--- src/rtl/traffic_pkg.sv ---
// traffic_pkg: shared codes and widths for the traffic mode controller (NIGHT_MODE_EN adds the night state)
package traffic_pkg;

    localparam int TW = 7;
    localparam int CW = 16;

    typedef enum logic [2:0] {
        SEQ_GR = 3'd3,
        SEQ_YR = 3'd4,
        SEQ_RG = 3'd5,
        SEQ_RY = 3'd6
    } seq_e;

    typedef enum logic [1:0] {
        L_OFF = 2'd0,
        L_RED = 2'd1,
        L_YEL = 2'd2,
        L_GRN = 2'd3
    } light_e;

    typedef enum logic [1:0] {
        M_AUTO   = 2'd0,
        M_NIGHT  = 2'd1,
        M_MANUAL = 2'd2,
        M_TRANS  = 2'd3
    } mode_e;

    typedef enum logic [2:0] {
        ST_INIT,
        ST_AUTO,
        ST_DRAIN,
        ST_CLEAR,
`ifdef NIGHT_MODE_EN
        ST_MANUAL,
        ST_NIGHT
`else
        ST_MANUAL
`endif
    } ctrl_e;

    function automatic logic mode_ok(input logic [1:0] m);
`ifdef NIGHT_MODE_EN
        return m != 2'd3;
`else
        return m == 2'd0 || m == 2'd2;
`endif
    endfunction

endpackage

--- src/rtl/traffic_mode_ctrl_if.sv ---
// traffic_mode_ctrl_if: request, config and sequencer signals of the mode controller
interface traffic_mode_ctrl_if;
    import traffic_pkg::*;

    logic [1:0]    mode_sel;
    logic          manual_step;
    logic          cfg_we;
    logic [TW-1:0] cfg_green;
    logic [TW-1:0] cfg_yellow;
    logic [TW-1:0] cfg_red;
    logic [2:0]    seq_state;
    logic [TW-1:0] seq_time1;
    logic [TW-1:0] seq_time2;
    logic          seq_enable;
    logic [TW-1:0] green_time;
    logic [TW-1:0] yellow_time;
    logic [TW-1:0] red_time;
    logic          ovr;
    logic [1:0]    light1;
    logic [1:0]    light2;
    logic [1:0]    mode_active;
    logic          cfg_pending;
    logic          cfg_err;

    modport master (
        output mode_sel, manual_step, cfg_we, cfg_green, cfg_yellow, cfg_red,
               seq_state, seq_time1, seq_time2,
        input  seq_enable, green_time, yellow_time, red_time, ovr, light1, light2,
               mode_active, cfg_pending, cfg_err
    );

    modport slave (
        input  mode_sel, manual_step, cfg_we, cfg_green, cfg_yellow, cfg_red,
               seq_state, seq_time1, seq_time2,
        output seq_enable, green_time, yellow_time, red_time, ovr, light1, light2,
               mode_active, cfg_pending, cfg_err
    );

endinterface

--- src/rtl/traffic_cfg_shadow.sv ---
// traffic_cfg_shadow: validates timing writes, holds them in a shadow until commit, drives active times
module traffic_cfg_shadow
    import traffic_pkg::*;
#(
    parameter int DEF_GREEN  = 20,
    parameter int DEF_YELLOW = 3,
    parameter int DEF_RED    = 23
) (
    input  logic          clk,
    input  logic          reset,
    input  logic          cfg_we_i,
    input  logic [TW-1:0] cfg_green_i,
    input  logic [TW-1:0] cfg_yellow_i,
    input  logic [TW-1:0] cfg_red_i,
    input  logic          commit_i,
    output logic [TW-1:0] green_time_o,
    output logic [TW-1:0] yellow_time_o,
    output logic [TW-1:0] red_time_o,
    output logic          cfg_pending_o,
    output logic          cfg_err_o
);

    logic [TW-1:0] sh_g_q, sh_y_q, sh_r_q;
    logic [TW-1:0] act_g_q, act_y_q, act_r_q;
    logic          pend_q, err_q, ok, acc;

    // a write is usable only with all fields nonzero and green+yellow equal to red in 8 bits
    always_comb begin
        ok  = |cfg_green_i && |cfg_yellow_i && |cfg_red_i &&
              ({1'b0, cfg_green_i} + {1'b0, cfg_yellow_i} == {1'b0, cfg_red_i});
        acc = cfg_we_i && ok;
    end

    // commit takes the old shadow even when a new write lands in the same cycle
    always_ff @(posedge clk) begin
        if (reset) begin
            sh_g_q  <= TW'(DEF_GREEN);
            sh_y_q  <= TW'(DEF_YELLOW);
            sh_r_q  <= TW'(DEF_RED);
            act_g_q <= TW'(DEF_GREEN);
            act_y_q <= TW'(DEF_YELLOW);
            act_r_q <= TW'(DEF_RED);
            pend_q  <= 1'b0;
            err_q   <= 1'b0;
        end else begin
            if (commit_i) begin
                act_g_q <= sh_g_q;
                act_y_q <= sh_y_q;
                act_r_q <= sh_r_q;
            end
            if (acc) begin
                sh_g_q <= cfg_green_i;
                sh_y_q <= cfg_yellow_i;
                sh_r_q <= cfg_red_i;
            end
            pend_q <= acc || (pend_q && !commit_i);
            err_q  <= cfg_we_i && !ok;
        end
    end

    assign green_time_o  = act_g_q;
    assign yellow_time_o = act_y_q;
    assign red_time_o    = act_r_q;
    assign cfg_pending_o = pend_q;
    assign cfg_err_o     = err_q;

endmodule

--- src/rtl/traffic_mode_ctrl.sv ---
// traffic_mode_ctrl: sequences auto/manual operation with safe handover and all-red clearance (NIGHT_MODE_EN adds night flash)
module traffic_mode_ctrl
    import traffic_pkg::*;
#(
    parameter int CLEAR_CYCLES = 3,
    parameter int MAN_YELLOW   = 3,
    parameter int DEF_GREEN    = 20,
    parameter int DEF_YELLOW   = 3,
    parameter int DEF_RED      = 23,
    parameter int FLASH_HALF   = 1
) (
    input logic              clk,
    input logic              reset,
    traffic_mode_ctrl_if.slave bus
);

    localparam logic [CW-1:0] CLR_LAST = CW'(CLEAR_CYCLES - 1);
    localparam logic [CW-1:0] MY_LAST  = CW'(MAN_YELLOW - 1);

    ctrl_e         st_q, st_d, entry;
    mode_e         tgt_q;
    seq_e          ph_q, ph_d;
    logic [CW-1:0] cnt_q, cnt_d;
    logic          step_q, step_rise, boundary, commit, pend, run;
`ifdef NIGHT_MODE_EN
    logic          fl_q, fl_d;
`endif

    traffic_cfg_shadow #(
        .DEF_GREEN (DEF_GREEN),
        .DEF_YELLOW(DEF_YELLOW),
        .DEF_RED   (DEF_RED)
    ) u_cfg (
        .clk          (clk),
        .reset        (reset),
        .cfg_we_i     (bus.cfg_we),
        .cfg_green_i  (bus.cfg_green),
        .cfg_yellow_i (bus.cfg_yellow),
        .cfg_red_i    (bus.cfg_red),
        .commit_i     (commit),
        .green_time_o (bus.green_time),
        .yellow_time_o(bus.yellow_time),
        .red_time_o   (bus.red_time),
        .cfg_pending_o(pend),
        .cfg_err_o    (bus.cfg_err)
    );

    // state, counters, target capture and step edge detector
    always_ff @(posedge clk) begin
        if (reset) begin
            st_q   <= ST_INIT;
            cnt_q  <= '0;
            ph_q   <= SEQ_GR;
            tgt_q  <= M_AUTO;
            step_q <= 1'b0;
`ifdef NIGHT_MODE_EN
            fl_q   <= 1'b1;
`endif
        end else begin
            st_q   <= st_d;
            cnt_q  <= cnt_d;
            ph_q   <= ph_d;
            tgt_q  <= mode_ok(bus.mode_sel) ? mode_e'(bus.mode_sel) : tgt_q;
            step_q <= bus.manual_step;
`ifdef NIGHT_MODE_EN
            fl_q   <= fl_d;
`endif
        end
    end

    // next state: handover waits for a yellow-end boundary, every mode change passes through clearance
    always_comb begin
        st_d      = st_q;
        cnt_d     = cnt_q;
        ph_d      = ph_q;
        commit    = 1'b0;
        step_rise = bus.manual_step && !step_q;
        boundary  = (bus.seq_state == SEQ_YR && bus.seq_time1 == TW'(1)) ||
                    (bus.seq_state == SEQ_RY && bus.seq_time2 == TW'(1));
`ifdef NIGHT_MODE_EN
        fl_d      = fl_q;
        entry     = tgt_q == M_MANUAL ? ST_MANUAL : tgt_q == M_NIGHT ? ST_NIGHT : ST_AUTO;
`else
        entry     = tgt_q == M_MANUAL ? ST_MANUAL : ST_AUTO;
`endif
        case (st_q)
            ST_INIT, ST_CLEAR: begin
                cnt_d = cnt_q + CW'(1);
                if (cnt_q == CLR_LAST) begin
                    commit = pend;
                    st_d   = entry;
                    cnt_d  = '0;
                    ph_d   = SEQ_GR;
`ifdef NIGHT_MODE_EN
                    fl_d   = 1'b1;
`endif
                end
            end
            ST_AUTO: st_d = (tgt_q != M_AUTO || pend) ? ST_DRAIN : ST_AUTO;
            ST_DRAIN: begin
                if (boundary) begin
                    st_d  = ST_CLEAR;
                    cnt_d = '0;
                end else if (tgt_q == M_AUTO && !pend) begin
                    st_d = ST_AUTO;
                end
            end
            ST_MANUAL: begin
                commit = pend;
                if (ph_q == SEQ_GR || ph_q == SEQ_RG) begin
                    if (tgt_q != M_MANUAL || step_rise) begin
                        ph_d  = ph_q == SEQ_GR ? SEQ_YR : SEQ_RY;
                        cnt_d = '0;
                    end
                end else if (cnt_q == MY_LAST) begin
                    cnt_d = '0;
                    ph_d  = ph_q == SEQ_YR ? SEQ_RG : SEQ_GR;
                    st_d  = tgt_q != M_MANUAL ? ST_CLEAR : ST_MANUAL;
                end else begin
                    cnt_d = cnt_q + CW'(1);
                end
            end
`ifdef NIGHT_MODE_EN
            ST_NIGHT: begin
                commit = pend;
                cnt_d  = cnt_q + CW'(1);
                if (tgt_q != M_NIGHT) begin
                    st_d  = ST_CLEAR;
                    cnt_d = '0;
                end else if (cnt_q == CW'(FLASH_HALF - 1)) begin
                    cnt_d = '0;
                    fl_d  = !fl_q;
                end
            end
`endif
            default: st_d = ST_INIT;
        endcase
    end

    // outputs decode from registered state only; lights default to all red
    always_comb begin
        run             = st_q == ST_AUTO || st_q == ST_DRAIN;
        bus.seq_enable  = run;
        bus.ovr         = !run;
        bus.cfg_pending = pend;
        bus.mode_active = run ? M_AUTO : M_TRANS;
        bus.light1      = L_RED;
        bus.light2      = L_RED;
        if (st_q == ST_MANUAL) begin
            bus.mode_active = M_MANUAL;
            bus.light1      = ph_q == SEQ_GR ? L_GRN : ph_q == SEQ_YR ? L_YEL : L_RED;
            bus.light2      = ph_q == SEQ_RG ? L_GRN : ph_q == SEQ_RY ? L_YEL : L_RED;
        end
`ifdef NIGHT_MODE_EN
        if (st_q == ST_NIGHT) begin
            bus.mode_active = M_NIGHT;
            bus.light1      = fl_q ? L_YEL : L_OFF;
            bus.light2      = fl_q ? L_YEL : L_OFF;
        end
`endif
    end

endmodule

--- src/flat_wrapper.sv ---
// flat-port wrapper written by rule: the top's interface ports become plain ports
module traffic_mode_ctrl_flat import traffic_pkg::*;
#(
    parameter int CLEAR_CYCLES = 3,
    parameter int MAN_YELLOW   = 3,
    parameter int DEF_GREEN    = 20,
    parameter int DEF_YELLOW   = 3,
    parameter int DEF_RED      = 23,
    parameter int FLASH_HALF   = 1
)
  (clk, reset, bus_mode_sel, bus_manual_step, bus_cfg_we, bus_cfg_green, bus_cfg_yellow, bus_cfg_red, bus_seq_state, bus_seq_time1, bus_seq_time2, bus_seq_enable, bus_green_time, bus_yellow_time, bus_red_time, bus_ovr, bus_light1, bus_light2, bus_mode_active, bus_cfg_pending, bus_cfg_err);
  traffic_mode_ctrl_if bus_i ();
  input logic clk;
  input logic reset;
  input wire logic [$bits(bus_i.mode_sel)-1:0] bus_mode_sel;
  input wire logic [$bits(bus_i.manual_step)-1:0] bus_manual_step;
  input wire logic [$bits(bus_i.cfg_we)-1:0] bus_cfg_we;
  input wire logic [$bits(bus_i.cfg_green)-1:0] bus_cfg_green;
  input wire logic [$bits(bus_i.cfg_yellow)-1:0] bus_cfg_yellow;
  input wire logic [$bits(bus_i.cfg_red)-1:0] bus_cfg_red;
  input wire logic [$bits(bus_i.seq_state)-1:0] bus_seq_state;
  input wire logic [$bits(bus_i.seq_time1)-1:0] bus_seq_time1;
  input wire logic [$bits(bus_i.seq_time2)-1:0] bus_seq_time2;
  output wire logic [$bits(bus_i.seq_enable)-1:0] bus_seq_enable;
  output wire logic [$bits(bus_i.green_time)-1:0] bus_green_time;
  output wire logic [$bits(bus_i.yellow_time)-1:0] bus_yellow_time;
  output wire logic [$bits(bus_i.red_time)-1:0] bus_red_time;
  output wire logic [$bits(bus_i.ovr)-1:0] bus_ovr;
  output wire logic [$bits(bus_i.light1)-1:0] bus_light1;
  output wire logic [$bits(bus_i.light2)-1:0] bus_light2;
  output wire logic [$bits(bus_i.mode_active)-1:0] bus_mode_active;
  output wire logic [$bits(bus_i.cfg_pending)-1:0] bus_cfg_pending;
  output wire logic [$bits(bus_i.cfg_err)-1:0] bus_cfg_err;
  assign bus_i.mode_sel = bus_mode_sel;
  assign bus_i.manual_step = bus_manual_step;
  assign bus_i.cfg_we = bus_cfg_we;
  assign bus_i.cfg_green = bus_cfg_green;
  assign bus_i.cfg_yellow = bus_cfg_yellow;
  assign bus_i.cfg_red = bus_cfg_red;
  assign bus_i.seq_state = bus_seq_state;
  assign bus_i.seq_time1 = bus_seq_time1;
  assign bus_i.seq_time2 = bus_seq_time2;
  assign bus_seq_enable = bus_i.seq_enable;
  assign bus_green_time = bus_i.green_time;
  assign bus_yellow_time = bus_i.yellow_time;
  assign bus_red_time = bus_i.red_time;
  assign bus_ovr = bus_i.ovr;
  assign bus_light1 = bus_i.light1;
  assign bus_light2 = bus_i.light2;
  assign bus_mode_active = bus_i.mode_active;
  assign bus_cfg_pending = bus_i.cfg_pending;
  assign bus_cfg_err = bus_i.cfg_err;
  traffic_mode_ctrl #(.CLEAR_CYCLES(CLEAR_CYCLES), .MAN_YELLOW(MAN_YELLOW), .DEF_GREEN(DEF_GREEN), .DEF_YELLOW(DEF_YELLOW), .DEF_RED(DEF_RED), .FLASH_HALF(FLASH_HALF)) u_core (.clk(clk), .reset(reset), .bus(bus_i));
endmodule
--- config.mk ---
export PLATFORM = sky130hd
export DESIGN_NAME = traffic_mode_ctrl_flat
export DESIGN_NICKNAME = d
export VERILOG_FILES = /design/src/rtl/traffic_pkg.sv /design/src/rtl/traffic_mode_ctrl_if.sv /design/src/rtl/traffic_cfg_shadow.sv /design/src/rtl/traffic_mode_ctrl.sv /design/src/flat_wrapper.sv
export SDC_FILE = /design/constraint.sdc
export NUM_CORES = 1
export LEC_CHECK = 0
export CAP_MARGIN = 30
export CORE_MARGIN = 2
export CORE_UTILIZATION = 45
export CTS_CLUSTER_DIAMETER = 50
export CTS_CLUSTER_SIZE = 25
export DETAILED_ROUTE_END_ITERATION = 6
export PLACE_DENSITY = 0.84
export SYNTH_ARGS = -nofsm -noshare
export SYNTH_HDL_FRONTEND = slang
export SYNTH_SLANG_ARGS = --single-unit
--- constraint.sdc ---
create_clock -name clk -period 5.8 [get_ports clk]
set_clock_uncertainty 0.15 [all_clocks]
set_input_delay 0.87 -clock clk [delete_from_list [all_inputs] [get_ports clk]]
set_output_delay 0.87 -clock clk [all_outputs]
set_load 0.01 [all_outputs]
==> impl_metrics.ini <==
[timing]
worst_pin_slew_ns = 0.799
hold_violations = 0
fin_ws_ns = 2.33
setup_viol = 0
period_needed_ns = 3.47
rsz0062_at_grt = no
finalCritPeriodShare_pct = 59.8
relSlewSlack_pct = 46.5
slew_viol_final = 0
max_freq_mhz = 288
fin_setup_tns_ns = 0

[hold_path]
holdCritPathClass = reg2reg

[final_layout]
area_growth_pct = 28.1
diodes = 0
fin_area_um2 = 4590
drive_gt1_share_pct = 7.55
finalNetCount = 552

[clock_tree]
clk_pin_slew_ns = 0.08
cts.repair.resized = 0
cts_buffer_depth = 2
h-tree-depth = 3
hold_buffers = 0
cts_buffers = 9
post_cts.repair.setup_buffers = 0
cts_tree = yes
clk_latency_ns = 0.34
cts-root-buf = clkbuf_8
clock_sinks = 69

[setup_path]
r2r_slack_ns = 3.15
crit_end = u_core.u_cfg.sh_y_q[5]$_SDFFE_PP0P_
startpoint_type = primary input
cp-end-kind = register
crit_required_ns = 5.92
cp_max_fo = 22
crit_type = in2reg
ff2ff_path_depth = 6
startpoint = bus_cfg_yellow[0]
r2r_end = u_core.cnt_q[1]$_SDFFE_PP0P_
r2r_start = u_core.ph_q[1]$_SDFFE_PP1P_
worstPathArrival_ns = 3.59

[placement]
gp_congestion = 0.867
dpl.hpwl_mm = 6.42
dpl_cell_area_um2 = 4370
io_buffers = 74
place_ws_ns = 2.02

[global_routing]
grt_usage_pct = 20.1
grt_first_pass_wirelength_mm = 14.0
gr-total-overflow = 0
antenna_found_initial = 0
grt_pass1_vias = 3122
grt_max_degree = 40

[yosys]
netlist_instances = 431
synthArstFlopShare_pct = 0
ys_types = 57
syn-num-nets = 485
ys.warnings.count = 0
synth_ff_type = dfxtp_1
synth-edff-count = 0
syn_area_um2 = 3590
ys_seq_elements = 69
seq_area_frac_synth_pct = 38.5
avgSynthCellArea_um2 = 8.32

[floorplanning]
dieWidth_um = 93.3
core_area_um2 = 7730
die_h_um = 93.3
rows = 32
ios = 75
start_util_pct = 46.4
die_area_um2 = 8700

[power]
cellLeakagePower_nw = 1.68
power_density_nw_per_um2 = 282
ir_drop_mv = 0.122
total_power_w = 0.00130

[drt]
antenna_left = 0
wirelength_mm = 8.63
drtIter0Drc = 134
drt_first_pass_iters = 4
wire_per_inst_um = 14.3
route.detailed.drc = 0
viasPerCell = 5.44
via_count = 3289

[status]
status = completed

[run]
drv_cap = 0
## logic make-up (layout without fill, tap and decap cells)
group,count (synthesis),after routing,share of synthesized area (%)
xor+xnor,16,16,3.91
mux,24,24,6.73
flops,69,69,38.5
fa+ha+maj,10,10,3.70
buf+inv,29,101,3.80
compound gates,74,74,14.1
simple gates,209,209,29.2
## stage by stage
step	cells	util, %	hold WS (ns)
after CTS	605	59.4	0.309
after floorplan	431	-	0.282
final	605	59.4	0.307
after global routing	605	59.4	0.330
after detailed placement	589	56.6	0.298
after global placement	589	56.6	0.296
## Yosys cell counts (4+ instances only)
library cell,count,area (um^2)
a21oi_2,4,35.0
inv_1,8,30.0
o31ai_1,7,52.6
or3_1,6,37.5
ha_1,9,113
buf_2,4,20.0
nor2_1,40,150
nor3_1,7,35.0
o21ai_0,12,60.1
mux2i_1,23,230
nor4_1,7,43.8
xnor2_1,6,52.6
nor2b_1,7,43.8
a21oi_1,29,145
clkbuf_1,14,52.6
nand2_1,87,327
nand2b_1,4,25.0
and3_1,6,37.5
xor2_1,10,87.6
dfxtp_1,69,1380
or4_1,6,45.0
nand3_1,15,75.1
## cell usage in the layout, fill, tap and decap left out, types with 3 or more instances in the layout
master / Yosys / routed
or4_1: 6 / 6
inv_1: 8 / 8
nand3_1: 15 / 15
o31ai_1: 7 / 7
xnor2_1: 6 / 6
a21oi_2: 4 / 4
and3_1: 6 / 6
xor2_1: 10 / 10
mux2i_1: 23 / 23
a211o_1: 3 / 3
buf_4: 0 / 3
clkdlybuf4s50_1: 0 / 74
nor3_1: 7 / 7
nor2_1: 40 / 40
nor4_1: 7 / 7
a21oi_1: 29 / 29
dfxtp_1: 69 / 69
and2_1: 3 / 3
nor2b_1: 7 / 7
or4_4: 3 / 3
or2_2: 3 / 3
nand2_1: 87 / 87
o21ai_0: 12 / 12
clkbuf_8: 0 / 9
nand2b_1: 4 / 4
ha_1: 9 / 9
or3_1: 6 / 6
## registers in the layout, summed over array words and instances (netlist names)
name                        flops
u_core.u_cfg.sh_g_q             7
u_core.u_cfg.sh_y_q             7
u_core.u_cfg.sh_r_q             7
u_core.tgt_q                    2
u_core.cnt_q                   16
u_core.u_cfg.yellow_time_o      7
u_core.st_q                     3
u_core.u_cfg.cfg_err_o          1
u_core.step_q                   1
u_core.u_cfg.red_time_o         7
u_core.u_cfg.cfg_pending_o      1
u_core.u_cfg.green_time_o       7
u_core.ph_q                     3
## report_power, final
| part | switching [W] | internal, W |
|---|---|---|
| combinational | 0.000191 | 0.000148 |
| clock | 0.000196 | 0.000244 |
| sequential | 0.0000254 | 0.000492 |
## critical path, cell delays in order
cell	delay (ns)
clkdlybuf4s50_1	0.46
ha_1	0.25
fa_1	0.43
nand3_2	0.13
nand3_1	0.08
a211o_1	0.31
and4_4	0.19
nor4b_4	0.24
buf_4	0.37
mux2i_1	0.24
## cell type report
type                    count  area [um^2]
clock inverters             7         98.8
flip-flops and latches     69         1380
fillers                   671         3130
inverters                   8         30.0
clock buffers               9          124
well taps                 102          128
multi-input cells         333         2070
repair buffers             77          763
## worst min-delay path by stage
| stage | start | to | slack (ns) | depth (start not counted) |
|---|---|---|---|---|
| 5_1_grt | u_core.u_cfg.red_time_o[6]$_SDFFE_PP0P_ | u_core.u_cfg.red_time_o[6]$_SDFFE_PP0P_ | 0.33 | 2 |
| 3_5_place_dp | u_core.u_cfg.red_time_o[6]$_SDFFE_PP0P_ | u_core.u_cfg.red_time_o[6]$_SDFFE_PP0P_ | 0.30 | 2 |
| 2_1_floorplan | u_core.u_cfg.sh_g_q[0]$_SDFFE_PP0P_ | u_core.u_cfg.green_time_o[0]$_SDFFE_PP0P_ | 0.28 | 2 |
| 4_1_cts | u_core.u_cfg.red_time_o[6]$_SDFFE_PP0P_ | u_core.u_cfg.red_time_o[6]$_SDFFE_PP0P_ | 0.31 | 2 |
| 3_3_place_gp | u_core.u_cfg.sh_y_q[4]$_SDFFE_PP0P_ | u_core.u_cfg.sh_y_q[4]$_SDFFE_PP0P_ | 0.30 | 2 |
| 6_report | u_core.u_cfg.red_time_o[6]$_SDFFE_PP0P_ | u_core.u_cfg.red_time_o[6]$_SDFFE_PP0P_ | 0.31 | 2 |
## layer usage
metal	track usage [%]	routed length, um	vias to the layer above
li1	-	-	1642
met1	24.4	3770	1540
met2	35.2	4240	97
met3	4.27	515	10
met4	6.62	104	0
met5	0	0	-
(Power assumes the default switching activity.)
==> RTL change, RTL diff (same flow settings) <==
`DEF_RED` is set to 23 in 3 places; all go to 16.
--- a/src/rtl/traffic_cfg_shadow.sv
+++ b/src/rtl/traffic_cfg_shadow.sv
@@ -4,7 +4,7 @@
 #(
     parameter int DEF_GREEN  = 20,
     parameter int DEF_YELLOW = 3,
-    parameter int DEF_RED    = 23
+    parameter int DEF_RED    = 16
 ) (
     input  logic          clk,
     input  logic          reset,
--- a/src/rtl/traffic_mode_ctrl.sv
+++ b/src/rtl/traffic_mode_ctrl.sv
@@ -6,7 +6,7 @@
     parameter int MAN_YELLOW   = 3,
     parameter int DEF_GREEN    = 20,
     parameter int DEF_YELLOW   = 3,
-    parameter int DEF_RED      = 23,
+    parameter int DEF_RED      = 16,
     parameter int FLASH_HALF   = 1
 ) (
     input logic              clk,
--- a/src/flat_wrapper.sv
+++ b/src/flat_wrapper.sv
@@ -5,7 +5,7 @@
     parameter int MAN_YELLOW   = 3,
     parameter int DEF_GREEN    = 20,
     parameter int DEF_YELLOW   = 3,
-    parameter int DEF_RED      = 23,
+    parameter int DEF_RED      = 16,
     parameter int FLASH_HALF   = 1
 )
   (clk, reset, bus_mode_sel, bus_manual_step, bus_cfg_we, bus_cfg_green, bus_cfg_yellow, bus_cfg_red, bus_seq_state, bus_seq_time1, bus_seq_time2, bus_seq_enable, bus_green_time, bus_yellow_time, bus_red_time, bus_ovr, bus_light1, bus_light2, bus_mode_active, bus_cfg_pending, bus_cfg_err);
Behaviour: not the same (Yosys sat finds a counterexample within 4 cycles, from zero or initial values and one cycle with reset high).
==> RTL change against the original RTL <==
Area after synthesis is 0.91% higher; routed wire length is 0.46% lower; core utilization is 0.74 points higher; final area is 1.8% higher; total power is 1.6% lower; worst setup slack worse by 0.16 ns; critical path depth stayed put; combinational power is 5% lower; global-route usage is 0.40 points higher; sequential cell count stayed put; fmax is 4.4% lower; clock power is 0.9% lower; sequential power hardly changed; critical path type unchanged; largest cell class unchanged.
==> RTL change: results (changes against the original RTL) <==
metric	value	unit	change
status	complete, no violations		
layout filler cell count	675		+0.60%
FF-to-FF Start	u_core.ph_q[1]		
hold path startpoint	u_core.u_cfg.sh_y_q[2]		
async set-reset flop share out of synthesis	0	%	unchanged
post-route insts no fill	590		-2.5%
syn_nets	468		-3.5%
first-pass GRT wire length	14.31	mm	+2.2%
Met2 Wirelength	4.239	mm	about the same
top cells by area, synth	dfxtp_1, mux2i_1, nor2_1, nand2_1, xnor2_1		
GRT Util Overall	20.50	%	+0.40 points
Max VDD drop	0.1233	mV	+0.90%
top layer in use	met4		
placed cell count	574		-2.5%
vias in the first global route	3168		+1.5%
total CTS buffers	9		unchanged
Static Leak	1.823	nW	+8.8%
H-tree depth	3		unchanged
met3 wire length	645	um	+25%
Syn Inst Count	414		-3.9%
DP Wirelength	6.399	mm	-0.29%
drt wl/cell	14.56	um	+2.1%
Worst R2R Path Depth	7		+1
Slew HR	49.16	%	+2.7 points
via-per-instance ratio	5.395		-0.76%
Biggest register	u_core.cnt_q		
Hold Crit Class	flop to flop		
R2R Setup Slk	3.01	ns	-0.14 ns
final hold slack	0.3125	ns	+0.005410 ns
final net count	537		-2.7%
WHS Endpoint	u_core.u_cfg.sh_y_q[2]		
Worst-path clk slew	0.08	ns	about the same
drt first pass iters	4		unchanged
global placer's final weighted congestion	0.9105		+5.0%
share of layout cells above drive strength 1	8.402	%	+0.85 points
M1 wire length	3.576	mm	-5.2%
top post-synthesis cells by count	dfxtp_1, nor2_1, nand2_1		
placed cell area	4451	um^2	+1.8%
largest net degree at the start of global routing	35		-13%
IO buf count	74		unchanged
drt initial violations	94		-30%
Seq/Total Area, Yosys	38.17	%	-0.35 points
Post-CTS Resized	0		unchanged
## RTL change: changes by cell type in the layout (fill, tap and decap cells not counted), sizes merged, moves of 12 or more
cell    delta
nand2     -33
mux2i     +20
a21oi     -17
nor2      +15
xnor2     +14
a211oi    +12
## RTL change: where the power goes
group,internal (mW),total (mW),leakage (nW),switching (mW)
registers,0.490,0.518,0.558,0.0278
clock network,0.253,0.436,0.112,0.183
logic,0.145,0.322,1.15,0.178
total,0.888,1.28,1.82,0.388
## RTL change: cell type report
type / instances / area, um^2 / share of cell area, %
timing repair buffer: 80 / 813.3 / 17.40
clock buffer: 10 / 137.6 / 2.944
multi-input combinational: 312 / 2087 / 44.65
inverter: 11 / 41.29 / 0.8833
sequential: 69 / 1381 / 29.55
clock inverter: 6 / 86.33 / 1.847
tap: 102 / 127.6 / 2.730
## RTL change: worst max-delay path: stages
cell and delay [ns]:
clkdlybuf4s50_1 0.45, ha_1 0.25, fa_1 0.43, a211oi_2 0.29, o21bai_1 0.11, a211o_1 0.29
a22o_1 0.27, nor4_4 0.13, buf_4 0.38, mux2i_1 0.27
## RTL change: kinds of logic after synthesis
family          synth area share, %
simple gates                  22.44
flops                         38.17
compound gates                13.04
mux                           11.89
buf+inv                       4.150
xor+xnor                      6.639
fa+ha+maj                     3.665
## RTL change: worst max path at each step
stage	startpoint	endpoint	slack (ns)	cells past startpoint
after global placement	bus_cfg_yellow[0]	u_core.u_cfg.sh_g_q[0]	1.97	10
final	bus_cfg_yellow[0]	u_core.u_cfg.sh_g_q[5]	2.17	10
after global routing	bus_cfg_yellow[0]	u_core.u_cfg.sh_y_q[6]	2.11	10
after CTS	bus_cfg_yellow[0]	u_core.u_cfg.sh_g_q[5]	2.20	10
after floorplan	bus_cfg_yellow[0]	u_core.u_cfg.sh_g_q[0]	2.58	9
after detailed placement	bus_cfg_yellow[0]	u_core.u_cfg.sh_g_q[5]	1.85	10
## RTL change: per-layer routing
layer	vias to the layer above	global-route usage, %
met5	-	0
met4	0	7.005
li1	1587	-
met2	114	36.69
met3	15	5.457
met1	1467	23.58
## RTL change: stage by stage
stage	util, %	power, mW	worst slack, ns
2_1_floorplan	-	0.7291	2.583
3_3_place_gp	56.65	0.8304	1.971
3_5_place_dp	57.30	0.8485	1.849
4_1_cts	60.18	1.283	2.202
5_1_grt	60.18	1.340	2.108
6_report	60.18	1.276	2.171
